## src/rtl/multicycle_controller.sv

```systemverilog
// Multicycle RISC-V style control FSM with memory wait/timeout handling.
// Define JALR_SUPPORT_EN at compile time to enable the JALR_PC/JALR_LINK path.
module multicycle_controller #(
    parameter int TIMEOUT_CYC = 16
) (
    input  logic       clk,
    input  logic       rst_n,
    input  logic [6:0] opcode,
    input  logic       zero,
    input  logic       mem_ready,
    output logic       mem_req,
    output logic       mem_write,
    output logic       adr_src,
    output logic       ir_write,
    output logic       pc_write,
    output logic       reg_write,
    output logic [1:0] alu_src_a,
    output logic [1:0] alu_src_b,
    output logic [1:0] alu_op,
    output logic [1:0] result_src,
    output logic [1:0] imm_src,
    output logic       illegal_instr,
    output logic       mem_timeout
);

    typedef enum logic [3:0] {
        IDLE, FETCH, DECODE, MEMADR, MEMREAD, MEMWB, MEMWRITE,
        EXECR, EXECI, ALUWB, BEQ, JAL,
`ifdef JALR_SUPPORT_EN
        JALR_PC, JALR_LINK,
`endif
        FAULT
    } state_t;

    localparam logic [6:0] OP_LOAD   = 7'b0000011;
    localparam logic [6:0] OP_STORE  = 7'b0100011;
    localparam logic [6:0] OP_RTYPE  = 7'b0110011;
    localparam logic [6:0] OP_ITYPE  = 7'b0010011;
    localparam logic [6:0] OP_BRANCH = 7'b1100011;
    localparam logic [6:0] OP_JAL    = 7'b1101111;
`ifdef JALR_SUPPORT_EN
    localparam logic [6:0] OP_JALR   = 7'b1100111;
`endif
    localparam logic [7:0] TMO_LAST  = 8'(TIMEOUT_CYC - 1);

    state_t     state_q, state_d, dec_state;
    logic [7:0] wait_cnt_q, wait_cnt_d;
    logic       start_q, start_d;
    logic       dec_illegal, in_wait, timeout_hit;

    logic       mem_req_q, mem_req_d, mem_write_q, mem_write_d;
    logic       adr_src_q, adr_src_d, reg_write_q, reg_write_d;
    logic       pc_write_q, pc_write_d;
    logic [1:0] alu_src_a_q, alu_src_a_d, alu_src_b_q, alu_src_b_d;
    logic [1:0] alu_op_q, alu_op_d, result_src_q, result_src_d;

    assign in_wait     = (state_q == FETCH) || (state_q == MEMREAD) || (state_q == MEMWRITE);
    assign timeout_hit = in_wait && !mem_ready && (wait_cnt_q == TMO_LAST);

    always_comb begin
        dec_state   = FAULT;
        dec_illegal = 1'b1;
        case (opcode)
            OP_LOAD, OP_STORE: begin dec_state = MEMADR; dec_illegal = 1'b0; end
            OP_RTYPE:          begin dec_state = EXECR;  dec_illegal = 1'b0; end
            OP_ITYPE:          begin dec_state = EXECI;  dec_illegal = 1'b0; end
            OP_BRANCH:         begin dec_state = BEQ;    dec_illegal = 1'b0; end
            OP_JAL:            begin dec_state = JAL;    dec_illegal = 1'b0; end
`ifdef JALR_SUPPORT_EN
            OP_JALR:           begin dec_state = JALR_PC; dec_illegal = 1'b0; end
`endif
            default: ;
        endcase
    end

    // start_q keeps IDLE for one full edge after reset release.
    always_comb begin
        state_d = state_q;
        start_d = 1'b1;
        case (state_q)
            IDLE:      if (start_q) state_d = FETCH;
            FETCH:     if (mem_ready) state_d = DECODE;
                       else if (timeout_hit) state_d = FAULT;
            DECODE:    state_d = dec_state;
            MEMADR:    state_d = (opcode == OP_STORE) ? MEMWRITE : MEMREAD;
            MEMREAD:   if (mem_ready) state_d = MEMWB;
                       else if (timeout_hit) state_d = FAULT;
            MEMWRITE:  if (mem_ready) state_d = FETCH;
                       else if (timeout_hit) state_d = FAULT;
            EXECR, EXECI, JAL: state_d = ALUWB;
`ifdef JALR_SUPPORT_EN
            JALR_PC:   state_d = JALR_LINK;
            JALR_LINK: state_d = ALUWB;
`endif
            default:   state_d = FETCH;
        endcase
        wait_cnt_d = (in_wait && !mem_ready && !timeout_hit) ? wait_cnt_q + 8'd1 : 8'd0;
    end

    // Moore outputs are decoded from the next state so they appear registered.
    always_comb begin
        mem_req_d    = 1'b0;
        mem_write_d  = 1'b0;
        adr_src_d    = 1'b0;
        reg_write_d  = 1'b0;
        pc_write_d   = 1'b0;
        alu_src_a_d  = 2'b00;
        alu_src_b_d  = 2'b00;
        alu_op_d     = 2'b00;
        result_src_d = 2'b00;
        case (state_d)
            FETCH:     begin mem_req_d = 1'b1; alu_src_b_d = 2'b10; result_src_d = 2'b10; end
            DECODE:    begin alu_src_a_d = 2'b01; alu_src_b_d = 2'b01; end
            MEMADR:    begin alu_src_a_d = 2'b10; alu_src_b_d = 2'b01; end
            MEMREAD:   begin mem_req_d = 1'b1; adr_src_d = 1'b1; end
            MEMWRITE:  begin mem_req_d = 1'b1; mem_write_d = 1'b1; adr_src_d = 1'b1; end
            MEMWB:     begin result_src_d = 2'b01; reg_write_d = 1'b1; end
            EXECR:     begin alu_src_a_d = 2'b10; alu_op_d = 2'b10; end
            EXECI:     begin alu_src_a_d = 2'b10; alu_src_b_d = 2'b01; alu_op_d = 2'b10; end
            ALUWB:     reg_write_d = 1'b1;
            BEQ:       begin alu_src_a_d = 2'b10; alu_op_d = 2'b01; end
            JAL:       begin alu_src_a_d = 2'b01; alu_src_b_d = 2'b10; pc_write_d = 1'b1; end
`ifdef JALR_SUPPORT_EN
            JALR_PC:   begin alu_src_a_d = 2'b10; alu_src_b_d = 2'b01; result_src_d = 2'b10;
                             pc_write_d = 1'b1; end
            JALR_LINK: begin alu_src_a_d = 2'b01; alu_src_b_d = 2'b10; end
`endif
            default: ;
        endcase
    end

    always_ff @(posedge clk or negedge rst_n) begin
        if (!rst_n) begin
            state_q      <= IDLE;
            wait_cnt_q   <= 8'd0;
            start_q      <= 1'b0;
            mem_req_q    <= 1'b0;
            mem_write_q  <= 1'b0;
            adr_src_q    <= 1'b0;
            reg_write_q  <= 1'b0;
            pc_write_q   <= 1'b0;
            alu_src_a_q  <= 2'b00;
            alu_src_b_q  <= 2'b00;
            alu_op_q     <= 2'b00;
            result_src_q <= 2'b00;
        end else begin
            state_q      <= state_d;
            wait_cnt_q   <= wait_cnt_d;
            start_q      <= start_d;
            mem_req_q    <= mem_req_d;
            mem_write_q  <= mem_write_d;
            adr_src_q    <= adr_src_d;
            reg_write_q  <= reg_write_d;
            pc_write_q   <= pc_write_d;
            alu_src_a_q  <= alu_src_a_d;
            alu_src_b_q  <= alu_src_b_d;
            alu_op_q     <= alu_op_d;
            result_src_q <= result_src_d;
        end
    end

    // Handshake-dependent strobes stay combinational on the current state.
    assign ir_write      = (state_q == FETCH) && mem_ready;
    assign pc_write      = pc_write_q || ir_write || ((state_q == BEQ) && zero);
    assign illegal_instr = (state_q == DECODE) && dec_illegal;
    assign mem_timeout   = timeout_hit;

    assign mem_req    = mem_req_q;
    assign mem_write  = mem_write_q;
    assign adr_src    = adr_src_q;
    assign reg_write  = reg_write_q;
    assign alu_src_a  = alu_src_a_q;
    assign alu_src_b  = alu_src_b_q;
    assign alu_op     = alu_op_q;
    assign result_src = result_src_q;

    always_comb begin
        case (opcode)
            OP_STORE:  imm_src = 2'b01;
            OP_BRANCH: imm_src = 2'b10;
            OP_JAL:    imm_src = 2'b11;
            default:   imm_src = 2'b00;
        endcase
    end

endmodule

```

## config.mk

```make
export PLATFORM = sky130hd
export DESIGN_NAME = multicycle_controller
export DESIGN_NICKNAME = d
export VERILOG_FILES = /design/src/rtl/multicycle_controller.sv
export SDC_FILE = /design/constraint.sdc
export NUM_CORES = 1
export LEC_CHECK = 0
export CAP_MARGIN = 20
export CORE_ASPECT_RATIO = 1.2
export CORE_MARGIN = 4
export CORE_UTILIZATION = 25
export DETAILED_ROUTE_END_ITERATION = 8
export GPL_TIMING_DRIVEN = 0
export PLACE_DENSITY = 0.53
export REMOVE_ABC_BUFFERS = 1
export SETUP_SLACK_MARGIN = 0.1
export SLEW_MARGIN = 5
export SYNTH_ARGS = -nofsm -noshare
export SYNTH_HDL_FRONTEND = slang
export SYNTH_SLANG_ARGS = --single-unit
```

## constraint.sdc

```tcl
create_clock -name clk -period 1.9 [get_ports clk]
set_clock_uncertainty 0.05 [all_clocks]
set_input_delay 0.19 -clock clk [delete_from_list [all_inputs] [get_ports clk]]
set_output_delay 0.19 -clock clk [all_outputs]
set_load 0.1 [all_outputs]
```

# --- Yosys cells after proc, flatten, opt, wreduce, memory -nomap -nowiden ---
# Cells that the tools add are included.
totals:
  register_bits: 26
op_classes:
  n_eq_ne: 27
  n_reduce_logical: 24
  muxes: 20
  add_sub_neg: 1
ops:
  columns: ["op", "count"]
  rows:
  - ["equality test 4 x 3 -> 1 bit, second input constant", 7]
  - ["equality test 4 bit, second input constant", 7]
  - ["case mux 4 bit (7 select lines)", 1]
  - ["two-way mux 4 bit", 5]
  - ["case mux 4 bit (5 select lines)", 1]
  - ["equality test 4 x 2 -> 1 bit, second input constant", 4]
  - ["case mux 2 bit (2 select lines)", 4]
  - ["equality test 7 x 6 -> 1 bit, second input constant", 2]
  - ["equality test 7 bit, second input constant", 2]
  - ["OR reduction 2 bit", 6]
  - ["OR reduction 3 bit", 3]
  - ["adder 8 x 1 -> 8 bit, second input constant", 1]
  - ["equality test 4 x 1 -> 1 bit, second input constant", 2]
  - ["equality test 8 x 4 -> 1 bit, second input constant", 1]
  - ["two-way mux 8 bit", 1]
  - ["equality test 7 x 2 -> 1 bit, second input constant", 1]
  - ["equality test 7 x 5 -> 1 bit, second input constant", 1]
  - ["logical AND 1 bit", 6]
  - ["two-way mux 1 bit", 6]
  - ["case mux 2 bit (3 select lines)", 1]
  - ["OR reduction 6 bit", 1]
  - ["logical NOT 4 bit", 1]
  - ["logical OR 1 bit", 4]
  - ["OR reduction 4 bit", 1]
  - ["2 further kinds", 3]

# --- Longest topological paths before layout ---
logic_depth:
  word_depth: 11
  mapped_depth: 8

# --- Worst setup path before layout ---
# No wires, ideal clock.
synth_path:
  path_type: "input to output"
  from: "in opcode[1]"
  to: "out illegal_instr"
  arrival_ns: 2.816
  path_buffers: 1
  stages: 5
  slack_ns: -1.156
  cell_sequence: "and2_0 clkbuf_1 nand2_1 nor2_1 nor2_1"
synth_via:
  elab_chain_cells: 4
  elab_cells_between_ends: 9
synth_rtl:
  columns: ["element", "line", "text"]
  rows:
  - ["from (decl)", "8", "input logic [6:0] opcode,"]
  - ["equality test 7 x 6 -> 1 bit, or another cell as far along", "63", "case (opcode)"]
  - ["OR reduction 6 bit (no line) *", null, null]
  - ["two-way mux 1 bit *", "63", null]
  - ["logical AND 1 bit *", "165", "assign illegal_instr = (state_q == DECODE) && dec_illegal;"]
  - ["to (decl)", "22", "output logic illegal_instr,"]
# Every way passes the cells marked *; elsewhere a longest branch is shown, timed or not.

# --- Worst setup path after layout ---
layout_path:
  from: "reg wait_cnt_q[4]"
  to: "out mem_timeout"
layout_via:
  elab_chain_cells: 2
layout_rtl:
  columns: ["element", "line", "text"]
  rows:
  - ["from (decl)", "47", "logic [7:0] wait_cnt_q, wait_cnt_d;"]
  - ["from (signal assigned)", "148", "wait_cnt_q <= wait_cnt_d;"]
  - ["equality test 8 x 4 -> 1 bit", "58", "assign timeout_hit = in_wait && !mem_ready && (wait_cnt_q == TMO_LAST);"]
  - ["logical AND 1 bit", "58", null]
  - ["to (decl)", "23", "output logic mem_timeout"]
# Every way passes these cells.

==> flow_summary.toml <==
[run_status]
outcome = "finished, violations left"
failed_checks = "negative setup slack"

[placed_design]
pre_cts_ws_ns = -0.847
portBuffers = 28
place_congestion = 0.771
hpwl_um = 2200

[cells_and_area]
fillCellCount = 526
layout_common_cells = "25 x buf_4, 22 x dfrtp_1, 14 x nor2_1"
post_route_cells_drive_above_1_share_pct = 36.1
fin_nets = 207
diodes = 0
area_growth_pct = 53.8
final_common_cell = "buf_4"

[sta]
finalHoldViolCount = 0
setup_viol_count_final = 12
worstMarginPinSlew_ns = 0.963
period_minus_slack_ns = 2.05
slew_headroom_pct = 36.1
finalMaxSlewViolations = 0
timing.final.crit_share_pct = 108
finalWorstSetupSlack_ns = -0.147
rsz0062_at_grt = "yes"
fmax_ghz = 0.489
totalNegativeSetupSlack_ns = -0.749

[route]
drt_iter0_markers = 23
drc = 0
vias = 1211
wirelength_um = 3580
via_per_inst = 4.73
dr.pass1.iters = 4
ant_nets = 0
wl_per_cell_um = 14.0

[power_and_ir_drop]
peakVddDrop_v = 0.00110
p_per_area_nw_per_um2 = 1530
total_leakage_power_nw = 0.971

[synth]
avgSynthCellArea_um2 = 9.69
netlist_area_um2 = 1360
synth-edff-count = 0
async_flop_share_pct = 100
yosys_register_bits = 26
yosysTopAreaCell = "dfrtp_1"
synth_cell_types = 46
synthFlopType = "dfrtp_1"
synth_seq_area_share_pct = 48.0
synth_top_cells_by_area = "dfrtp_1 48%, nor2_1 4.7%, nand2_1 3.3%"
yosysTopAreaCellShare_pct = 48.0
synth_cells = 140
yosys_warnings = 0

[flow_run]
drv_cap = 0

[grt]
grtUsageTotal_pct = 10.7
overflow = 0
grt_pass1_wl_um = 5580
grt_pass1_vias = 1217
grt_max_degree = 20
antenna_found_initial = 0

[cts]
cts_max_path_buffers = 2
clk_latency_ns = 0.27
htree_num_levels = 1
numCtsBuffers = 3
postCtsHoldBufs = 0
clk_pin_slew_ns = 0.10
root_buffer = "clkbuf_8"
tritoncts = "yes"
cts.sinks = 26

[die]
num_rows = 29
core_um2 = 5260
die_w_um = 75.2
initial_utilization_pct = 25.8
io_pins = 29
die_height_um = 88.7
dieArea_um2 = 6670

[min_path]
hold_class = "input pin to async pin"

[worst_setup_path]
crit_type = "flip-flop to output port"
cp.required_ns = 1.66
cp-end-kind = "output port"
crit_path_start_kind = "flip-flop"
cp_max_fo = 4
cp_data_arrival_time_ns = 1.81
==> cells in the mapped netlist, drive strengths merged (4+ instances only) <==
cell / count
nand2b: 5
o21ai: 5
dfrtp: 26
nor2: 18
inv: 9
nand4: 4
nand3: 8
a21oi: 4
nand2: 12
nor3: 5
xor2: 4
==> area by class of cell <==
type	count	area, µm²	share of cell area (%)
clock buffers	4	55.1	2.64
well taps	62	77.6	3.72
flip-flops and latches	26	656	31.4
multi-input cells	100	736	35.3
repair buffers	55	528	25.3
inverters	9	33.8	1.62
==> timing repair <==
action,CTS,global route
endpoints found under the setup margin,31,26
pin swaps,7,14
resized for setup,67,24
buffers inserted,15,11
cloned,0,1
==> worst max-delay path, cell delays in order, from the launching register on <==
cell and delay, ns:
dfrtp_1 0.39, or4_4 0.54, or2_4 0.29, nor2_4 0.13
buf_12 0.18
==> path summary, 6_finish.rpt <==
| check | startpoint | to | slack [ns] | cells past startpoint |
|---|---|---|---|---|
| setup / recovery | wait_cnt_q[4]$_DFF_PN0_ | mem_timeout | -0.15 | 4 |
| hold / removal | rst_n | result_src[0]$_DFF_PN0_ | 0.16 | 1 |
| setup reg to reg | wait_cnt_q[4]$_DFF_PN0_ | alu_op[1]$_DFF_PN0_ | -0.13 | 6 |
| hold reg to reg | wait_cnt_q[0]$_DFF_PN0_ | wait_cnt_q[0]$_DFF_PN0_ | 0.43 | 1 |
| max in group asynchronous | rst_n | state_q[3]$_DFF_PN0_ | 1.16 | 2 |
| min in group clk | opcode[5] | alu_op[1]$_DFF_PN0_ | 0.28 | 3 |
==> state kept, by name (all words and copies together) (netlist names) <==
signal,cells
mem_write,1
alu_src_a,2
result_src,2
alu_src_b,2
mem_req,1
adr_src,1
start_q,1
state_q,4
wait_cnt_q,8
reg_write,1
pc_write_q,1
alu_op,2
==> cell families after synthesis <==
family,Yosys count,synth area share [%]
adder cells (fa/ha/maj),1,0.922
buffers and inverters,15,4.89
other,1,0.276
flip-flops,26,48.0
AO/OA/AOI/OAI,22,12.5
multiplexers,1,0.830
XOR/XNOR,7,4.52
AND/OR/NAND/NOR,67,28.1
==> power by group <==
part | internal, W | switching (W) | total (W)
Clock | 0.000185 | 0.000181 | 0.000366
Sequential | 0.000694 | 0.0000736 | 0.000767
Combinational | 0.000682 | 0.00139 | 0.00207
Total | 0.00156 | 0.00164 | 0.00320
==> through the flow <==
step | std cells | area, µm² | hold WS [ns] | total power, W | util (%)
after floorplan | 134 | 1320 | -0.156 | 0.00204 | -
after global placement | 224 | 1680 | 0.403 | 0.00242 | 32.0
after detailed placement | 225 | 1700 | 0.409 | 0.00243 | 32.2
after CTS | 244 | 1920 | 0.167 | 0.00297 | 36.4
after global routing | 256 | 2090 | 0.170 | 0.00337 | 39.6
final | 256 | 2090 | 0.155 | 0.00320 | 39.6
==> per-layer routing <==
metal | part of all wire (%) | wire length [µm] | vias to the layer above | track usage, %
met5 | 0 | 0 | - | 0
li1 | - | - | 592 | -
met4 | 0.20 | 7 | 0 | 2.07
met1 | 39 | 1420 | 602 | 12.1
met3 | 3.0 | 106 | 2 | 2.05
met2 | 57 | 2060 | 15 | 20.7
No activity file was read; power rests on OpenSTA's default activity.
